`src/rtl/dcnn_dma_pkg.sv`:
```
`default_nettype none
// ============================================================================
// Module   : dcnn_dma_pkg
// Purpose  : Shared definitions for the DCNN accelerator DMA engines:
//            default geometry, write-back FSM states and DMA RW encoding.
// Revision : 1.0 - initial release
// ============================================================================
package dcnn_dma_pkg;

    // Default geometry: 16-bit addresses, 16-bit fixed-point words, 5x5 tile
    localparam int ADDR_WIDTH = 16;
    localparam int DATA_WIDTH = 16;
    localparam int BLOCK_SIZE = 25;

    // DMA port RW encoding, common to the read and write engines
    localparam logic DMA_READ  = 1'b1;
    localparam logic DMA_WRITE = 1'b0;

    // Write-back engine states
    typedef enum logic [1:0] {
        IDLE  = 2'd0,
        WRITE = 2'd1,
        DONE  = 2'd2
    } wb_state_t;

endpackage : dcnn_dma_pkg
`default_nettype wire

```
`src/rtl/wb_block_buffer.sv`:
```
`default_nettype none
// ============================================================================
// Module   : wb_block_buffer
// Purpose  : Holding registers for one result block. Loads the whole packed
//            block in one cycle and returns the word selected by rd_idx_i.
//            Build option DMA_WB_RELU_EN: negative words are replaced by zero
//            as they are loaded.
// Revision : 1.0 - initial release
// ============================================================================
module wb_block_buffer #(
    parameter int DATA_WIDTH = 16,
    parameter int BLOCK_SIZE = 25,
    parameter int IDX_W      = 5
) (
    input  logic                             clk,
    input  logic                             rst_n,
    input  logic                             load_i,
    input  logic [BLOCK_SIZE*DATA_WIDTH-1:0] block_i,
    input  logic [IDX_W-1:0]                 rd_idx_i,
    output logic [DATA_WIDTH-1:0]            load_word0_o,
    output logic [DATA_WIDTH-1:0]            rd_word_o
);

    logic [DATA_WIDTH-1:0] in_words [BLOCK_SIZE];
    logic [DATA_WIDTH-1:0] hold_q   [BLOCK_SIZE];

    // Unpack the incoming block and condition each word for storage
    for (genvar j = 0; j < BLOCK_SIZE; j++) begin : g_unpack
        logic [DATA_WIDTH-1:0] raw;
        assign raw = block_i[j*DATA_WIDTH +: DATA_WIDTH];
`ifdef DMA_WB_RELU_EN
        assign in_words[j] = raw[DATA_WIDTH-1] ? '0 : raw;
`else
        assign in_words[j] = raw;
`endif
    end

    // Word 0 goes out in the same edge that captures the block
    assign load_word0_o = in_words[0];

    // Capture the whole block when the engine accepts it
    always_ff @(posedge clk or negedge rst_n) begin
        if (!rst_n) begin
            for (int j = 0; j < BLOCK_SIZE; j++) hold_q[j] <= '0;
        end else if (load_i) begin
            for (int j = 0; j < BLOCK_SIZE; j++) hold_q[j] <= in_words[j];
        end
    end

    // Word select; the index one past the last word reads as zero
    always_comb begin
        rd_word_o = '0;
        if ({1'b0, rd_idx_i} < (IDX_W+1)'(BLOCK_SIZE)) rd_word_o = hold_q[rd_idx_i];
    end

endmodule : wb_block_buffer
`default_nettype wire

```
`src/rtl/dma_writeback.sv`:
```
`default_nettype none
// ============================================================================
// Module   : dma_writeback
// Purpose  : Result write-back engine. Accepts one packed block of results
//            in a single handshake and writes it word by word to the DMA
//            port at consecutive addresses from base_addr_i.
//            Build option DMA_WB_RELU_EN (in wb_block_buffer): ReLU at capture.
// Revision : 1.0 - initial release
// ============================================================================
module dma_writeback #(
    parameter int ADDR_WIDTH = dcnn_dma_pkg::ADDR_WIDTH,
    parameter int DATA_WIDTH = dcnn_dma_pkg::DATA_WIDTH,
    parameter int BLOCK_SIZE = dcnn_dma_pkg::BLOCK_SIZE
) (
    input  logic                             clk,
    input  logic                             rst_n,
    input  logic                             start_i,
    input  logic [ADDR_WIDTH-1:0]            base_addr_i,
    input  logic [BLOCK_SIZE*DATA_WIDTH-1:0] block_in_i,
    output logic                             ready_o,
    output logic                             done_o,
    output logic                             mem_enable_o,
    output logic                             mem_rw_o,
    output logic [ADDR_WIDTH-1:0]            mem_address_o,
    output logic [DATA_WIDTH-1:0]            mem_data_o
);
    import dcnn_dma_pkg::*;

    localparam int              IDX_W    = (BLOCK_SIZE > 1) ? $clog2(BLOCK_SIZE) : 1;
    localparam logic [IDX_W-1:0] LAST_IDX = IDX_W'(BLOCK_SIZE - 1);

    wb_state_t             state_q;
    logic [IDX_W-1:0]      idx_q;
    logic [IDX_W-1:0]      idx_d;
    logic [ADDR_WIDTH-1:0] base_q;
    logic                  ready_q;
    logic                  done_q;
    logic                  enable_q;
    logic [ADDR_WIDTH-1:0] address_q;
    logic [DATA_WIDTH-1:0] data_q;
    logic                  load;
    logic [DATA_WIDTH-1:0] load_word0;
    logic [DATA_WIDTH-1:0] next_word;

    // Block is captured only on a start seen in IDLE
    assign load  = (state_q == IDLE) && start_i;
    assign idx_d = idx_q + IDX_W'(1);

    wb_block_buffer #(
        .DATA_WIDTH (DATA_WIDTH),
        .BLOCK_SIZE (BLOCK_SIZE),
        .IDX_W      (IDX_W)
    ) u_buffer (
        .clk          (clk),
        .rst_n        (rst_n),
        .load_i       (load),
        .block_i      (block_in_i),
        .rd_idx_i     (idx_d),
        .load_word0_o (load_word0),
        .rd_word_o    (next_word)
    );

    // Sequencer: every output is a register updated here
    always_ff @(posedge clk or negedge rst_n) begin
        if (!rst_n) begin
            state_q   <= IDLE;
            idx_q     <= '0;
            base_q    <= '0;
            ready_q   <= 1'b1;
            done_q    <= 1'b0;
            enable_q  <= 1'b0;
            address_q <= '0;
            data_q    <= '0;
        end else begin
            case (state_q)
                IDLE: begin
                    if (start_i) begin
                        // Word 0 is presented straight from the accepted block
                        state_q   <= WRITE;
                        ready_q   <= 1'b0;
                        enable_q  <= 1'b1;
                        base_q    <= base_addr_i;
                        idx_q     <= '0;
                        address_q <= base_addr_i;
                        data_q    <= load_word0;
                    end
                end
                WRITE: begin
                    if (idx_q == LAST_IDX) begin
                        state_q   <= DONE;
                        enable_q  <= 1'b0;
                        done_q    <= 1'b1;
                        idx_q     <= '0;
                        address_q <= '0;
                        data_q    <= '0;
                    end else begin
                        // Address wraps modulo 2^ADDR_WIDTH by truncation
                        idx_q     <= idx_d;
                        address_q <= base_q + ADDR_WIDTH'(idx_d);
                        data_q    <= next_word;
                    end
                end
                DONE: begin
                    state_q <= IDLE;
                    done_q  <= 1'b0;
                    ready_q <= 1'b1;
                end
                default: begin
                    state_q  <= IDLE;
                    ready_q  <= 1'b1;
                    done_q   <= 1'b0;
                    enable_q <= 1'b0;
                end
            endcase
        end
    end

    assign ready_o       = ready_q;
    assign done_o        = done_q;
    assign mem_enable_o  = enable_q;
    assign mem_rw_o      = DMA_WRITE;
    assign mem_address_o = address_q;
    assign mem_data_o    = data_q;

endmodule : dma_writeback
`default_nettype wire

```
`config.mk`:
```
export PLATFORM = sky130hd
export DESIGN_NAME = dma_writeback
export DESIGN_NICKNAME = d
export VERILOG_FILES = /design/src/rtl/dcnn_dma_pkg.sv /design/src/rtl/wb_block_buffer.sv /design/src/rtl/dma_writeback.sv
export SDC_FILE = /design/constraint.sdc
export NUM_CORES = 1
export LEC_CHECK = 0
export CAP_MARGIN = 10
export CORE_AREA = 4 4 222 333
export CTS_CLUSTER_DIAMETER = 30
export CTS_CLUSTER_SIZE = 10
export DETAILED_ROUTE_END_ITERATION = 16
export DIE_AREA = 0 0 226 337
export HOLD_SLACK_MARGIN = 0.12
export PLACE_DENSITY_LB_ADDON = 0.2
export SLEW_MARGIN = 20
export SYNTH_ARGS = -nofsm -noshare
export SYNTH_HDL_FRONTEND = slang
export SYNTH_SLANG_ARGS = --single-unit
```
`constraint.sdc`:
```
create_clock -name clk -period 2.9 [get_ports clk]
set_input_delay 0.58 -clock clk [delete_from_list [all_inputs] [get_ports clk]]
set_output_delay 0.58 -clock clk [all_outputs]
set_load 0.02 [all_outputs]
```
# Word level (Yosys, flattened, before mapping)
# Cells that the tools add are included.
# word_totals
regBits	458
latch_bits	0
ramBits	0
rom_bits	0
output_inout_bits	36
mem_count	0
# classes
n_addsub	2
multipliers	0
div_mod_pow	0
order_cmp	2
eq_ne	5
shift	0
mux	23
bitwise_logic	4
n_reduce_logical	9
# op_table
op	count
$mux 16	7
$bmux 16 s5	1
$pmux 16 s2	2
$add 16x5->16	1
$mux 5	2
$pmux 5 s2	1
$reduce_and 2->1	5
$ge 6x6->1 const B	1
$not 5->6	1
$add 5x1->5 const B	1
$eq 5x5->1 const B	1
$lt 5x5->1 const B	1
$mux 1	4
$mux 2	2
$ne 2x2->1 const B	2
$pmux 1 s2	2
$pmux 2 s2	1
$not 1->1	3
$pmux 1 s3	1
$reduce_and 3->1	1
$eq 2x1->1 const B	1
$eq 2x2->1 const B	1
$logic_not 2->1	1
$reduce_bool 2->1	1
$logic_and 1x1->1	1

# Longest topological paths before layout
# depth
depth_word	8
mapped_depth	13
mapped_depth_nobuf	10

# Cells and area by module
# A second synthesis with hierarchy kept.
# hier_totals
cells_unflattened	1518
area_unflattened_um2	21252.9
# modules_own_cells
mod	n_inst	cells_per_inst	area_per_inst_um2	seq_area_each_um2
wb_block_buffer	1	1157	18104.9	10009.6
dma_writeback	1	361	3148.0	1452.6

# Worst setup path before layout
# OpenSTA, ideal clock, no wires.
# synth_path
path_kind	reg2reg
start	register idx_q[1]
end	register address_q[8] (netlist: mem_address_o[8])
t_arrival_ns	2.809
required_ns	2.774
slack_ns	-0.036
path_stages_with_launch	14
path_buffers	3
synth_period_minus_slack_ns	2.936
cell_sequence	dfrtp_1 ha_1 buf_2 xnor2_1 inv_2 buf_2 clkbuf_1 ha_1 nand3_1 a21boi_1 o2111ai_1 xnor2_1 nor2_1 o32a_1
# synth_between
elab_chain_len	4
word_cells_on_any_way	5
classes_between	add/sub (2); eq/ne (1); mux (2)
# synth_lines
element	line_no	text
from (decl)	dma_writeback.sv:33	logic [IDX_W-1:0] idx_q;
from (signal assigned)	dma_writeback.sv:98	idx_q <= idx_d;
$add 5x1->5	dma_writeback.sv:47	assign idx_d = idx_q + IDX_W'(1);
$add 16x5->16	dma_writeback.sv:99	address_q <= base_q + ADDR_WIDTH'(idx_d);
$mux 16 *	dma_writeback.sv:89	if (idx_q == LAST_IDX) begin
$pmux 16 s2 *	dma_writeback.sv:75	case (state_q)
to (signal assigned)	dma_writeback.sv:84	address_q <= base_addr_i;
to (signal assigned)	dma_writeback.sv:99	
to (decl)	dma_writeback.sv:39	logic [ADDR_WIDTH-1:0] address_q;
# Every way passes the cells marked *; elsewhere a longest branch is shown, timed or not.
# A chain may end at the register's enable or synchronous reset.

# Worst setup path after layout
# layout_path
start	register idx_q[0]
end	register data_q[3] (netlist: mem_data_o[3])
# layout_between
elab_chain_len	8
word_cells_on_any_way	10
classes_between	add/sub (1); order compare (1); eq/ne (1); mux (6); bitwise (1)
# layout_lines
element	line_no	text
$add 5x1->5	dma_writeback.sv:47	
$not 5->6 (not written as such)	wb_block_buffer.sv:53	if ({1'b0, rd_idx_i} < (IDX_W+1)'(BLOCK_SIZE)) rd_word_o = hold_q[rd_idx_i];
$bmux 16 s5	wb_block_buffer.sv:53	
$mux 16 (not written as such) (2 in series)	wb_block_buffer.sv:53	
$mux 16	wb_block_buffer.sv:53	
$mux 16 *	dma_writeback.sv:89	
$pmux 16 s2 *	dma_writeback.sv:75	
to (signal assigned)	dma_writeback.sv:85	data_q <= load_word0;
to (signal assigned)	dma_writeback.sv:100	data_q <= next_word;
to (decl)	dma_writeback.sv:40	logic [DATA_WIDTH-1:0] data_q;
# Every way passes the cells marked *; elsewhere a longest branch is shown, timed or not. The select of a mux whose other input is x is not followed.

==> metrics <==
status finished clean; share of cells above drive strength 1 a little under a fifth; slowest CP cell buf_4; die height 337 um; Rows 120; kind of critical path flip-flop to flip-flop; largest net degree at the start of global routing 63; die area ~76,000 um2; Wirelength per Cell between 20 and 30 um; synthesized area around 21,000 um2; final setup violation count 0; area delta synth->final 45.5%; first-pass GRT wire length 112 mm; Async SR Flop Fraction 100%; Critical Path RT 3.46 ns; post-synthesis net count about 1,900; fin worst setup slack 0.140 ns; clock skew about 0.028 ns; minimum clock period approximately 2.8 ns; Slew HR 50.0%; Post-DRT Antenna Nets 0; Starting Density approximately 30%; count leader, synth dfrtp_1; CORE AREA 71,000 um2; crit path from idx_q[0]; RSZ-0062 raised after global routing false; via count 14,680; worst r2r src idx_q[0]; die width 226 um; clock transition at the registers of the reported paths about 0.050 ns; Peak Freq ~0.36 GHz; flops & latches, synth 458; endpoint class of the critical path flip-flop; CP arrival ~3.3 ns; clock buffer depth 3; CTS buffer count a little over 100; vias in the first global route about 17,000; Root Driver clkbuf_16; worst min path class input port to async pin; Synth Warn # 0; DRT Wirelength 78.0 mm; clk sink count around 460; crit-path cells ha_1, xnor2_2, buf_4, nand2_1, a21oi_1, a2111oi_2, a31oi_1; Skew-Pair Late Insertion Delay between 0.6 and 0.7 ns; drt drc 0; PwrDens ~1300 nW/um2; initial antenna violation count 29; H-tree depth 3; Nets about 2,400; drt pass-1 iters 5; Fin. Hold Viols 0; area share of the largest cell type after synthesis 54.1%; max-slew violation count 0; worst-path maximum fanout around 50; Worst-Margin Slew about 0.75 ns; CTS tree yes; Final TNS setup 0 ns; Max-cap violations 0; top cells by area in the synthesized netlist dfrtp_1 (54%), mux2_1 (22%), mux4_2 (10%), nand2_1 (2.5%), buf_2 (1.3%); total gr overflow 0; Via density ~4.9; maximum vdd drop ~0.73 mV; unique cell type count in the Yosys netlist 53; Port Buffers 453; Syn Area/Cell 14.2 um2; Pleak 0.0127 uW; register area share after synthesis a little over half; dominant synthesized flop cell dfrtp_1; Crit path largest cell delay between 0.5 and 0.6 ns; CP startpoint kind flip-flop; Design Power slightly below 40,000 uW; DR iter-0 viols roughly 670; Top Ports roughly 460; Post-synth top cells dfrtp_1 (457), mux2_1 (414), nand2_1 (142), mux4_2 (96), buf_2 (54); Yosys top cell by area dfrtp_1; Post-Synthesis Cells ~1,500; count of flip-flops with a built-in enable after synthesis 0; final RePlAce weighted congestion a little over 0.8; period utilization between 90 and 100%; post-DP HPWL 59.4 mm; Hold Slack roughly 0.48 ns; Tot GR Track Use between 20% and 30%; Place WS 0.0130 ns
## kinds of logic after synthesis
group,synth area share [%]
buffers and inverters,3.04
other,0.0177
adder cells (fa/ha/maj),0.568
XOR/XNOR,0.734
multiplexers,32.3
flip-flops,54.2
AND/OR/NAND/NOR,4.18
AO/OA/AOI/OAI,4.96
## worst max-delay path, delay by kind of cell, from the launching register on
| family | cells | cell delay (ns) |
|---|---|---|
| flip-flops | 1 | 0.52 |
| adder cells (fa/ha/maj) | 1 | 0.34 |
| XOR/XNOR | 1 | 0.21 |
| buffers and inverters | 1 | 0.56 |
| AO/OA/AOI/OAI | 3 | 0.78 |
| AND/OR/NAND/NOR | 1 | 0.17 |
## routing by layer
layer | wire (um) | global-route usage, %
met1 | 28500 | 22.2
met2 | 39600 | 35.0
met3 | 7040 | 7.67
met4 | 2720 | 8.62
met5 | 114 | 0
## per-stage QoR
| stage | cell area [um2] | utilization (%) | std cells |
|---|---|---|---|
| floorplan | 21100 | - | 1487 |
| global placement | 27000 | 38.0 | 2811 |
| detailed placement | 27000 | 38.0 | 2811 |
| CTS | 30700 | 43.2 | 3005 |
| global route | 30700 | 43.3 | 3014 |
| finish | 30800 | 43.3 | 3022 |
## path summary, 6_finish.rpt
kind / end / slack (ns) / cells after the start
setup / recovery: mem_data_o[3] / 0.14 / 7
hold / removal: mem_address_o[3] / 0.48 / 2
setup reg to reg: mem_data_o[3] / 0.14 / 7
hold reg to reg: u_buffer.hold_q[154] / 0.48 / 1
max in group asynchronous: u_buffer.hold_q[274] / 1.43 / 4
min in group clk: u_buffer.hold_q[154] / 0.48 / 1
## report_power, final
group          total [uW]  switching (uW)  internal, uW
combinational       15000            7600          7400
clock               12200            3970          8210
sequential          11800            2040          9740
## registers in the layout (all words and copies together), names as in the netlist
| register | count |
|---|---|
| ready_o | 1 |
| done_o | 1 |
| base_q | 16 |
| mem_enable_o | 1 |
| state_q | 2 |
| u_buffer.hold_q | 400 |
| idx_q | 5 |
| mem_address_o | 16 |
| mem_data_o | 16 |
## cell usage in the layout, fill, tap and decap left out, types with 7 or more instances in the layout
cell type        Yosys  routed
a2111oi_2           15      15
diode_2              0      17
a31oi_1             18      18
clkinvlp_4           0      18
buf_12               0      18
ha_1                 8       7
xnor2_1              8       7
a21oi_1             53      53
inv_6                0      12
inv_1               27      27
buf_4                7      42
o21ai_1             14      14
clkbuf_8             0       9
clkinv_2             0      12
nor2_1              39      38
mux4_2              96      96
clkbuf_16            0     105
a21o_1              16      16
clkinv_4             0      13
mux2_1             414     414
bufinv_16            0      15
dfrtp_1            457     454
clkdlybuf4s50_1      0     452
nand2_1            142     142
o32a_1               8       8
## cell type report
class	instances	area, um2
Timing Repair Buffer	516	5250
Clock inverter	72	897
Sequential cell	458	11500
Antenna cell	17	42.5
Inverter	31	116
Clock buffer	120	2770
Fill cell	6491	40300
Multi-Input combinational cell	893	9070
Tap cell	915	1140
## what timing repair did
item | 4_1_cts | 5_1_grt
hold buffers | 1 | 0
setup endpoints to repair | 1 | 2
resized for setup | 0 | 2
endpoints found under the hold margin | 46 | 0
buffers inserted | 1 | 0
pin swaps | 1 | 0
Note: power is estimated with default switching activity, not from simulation.
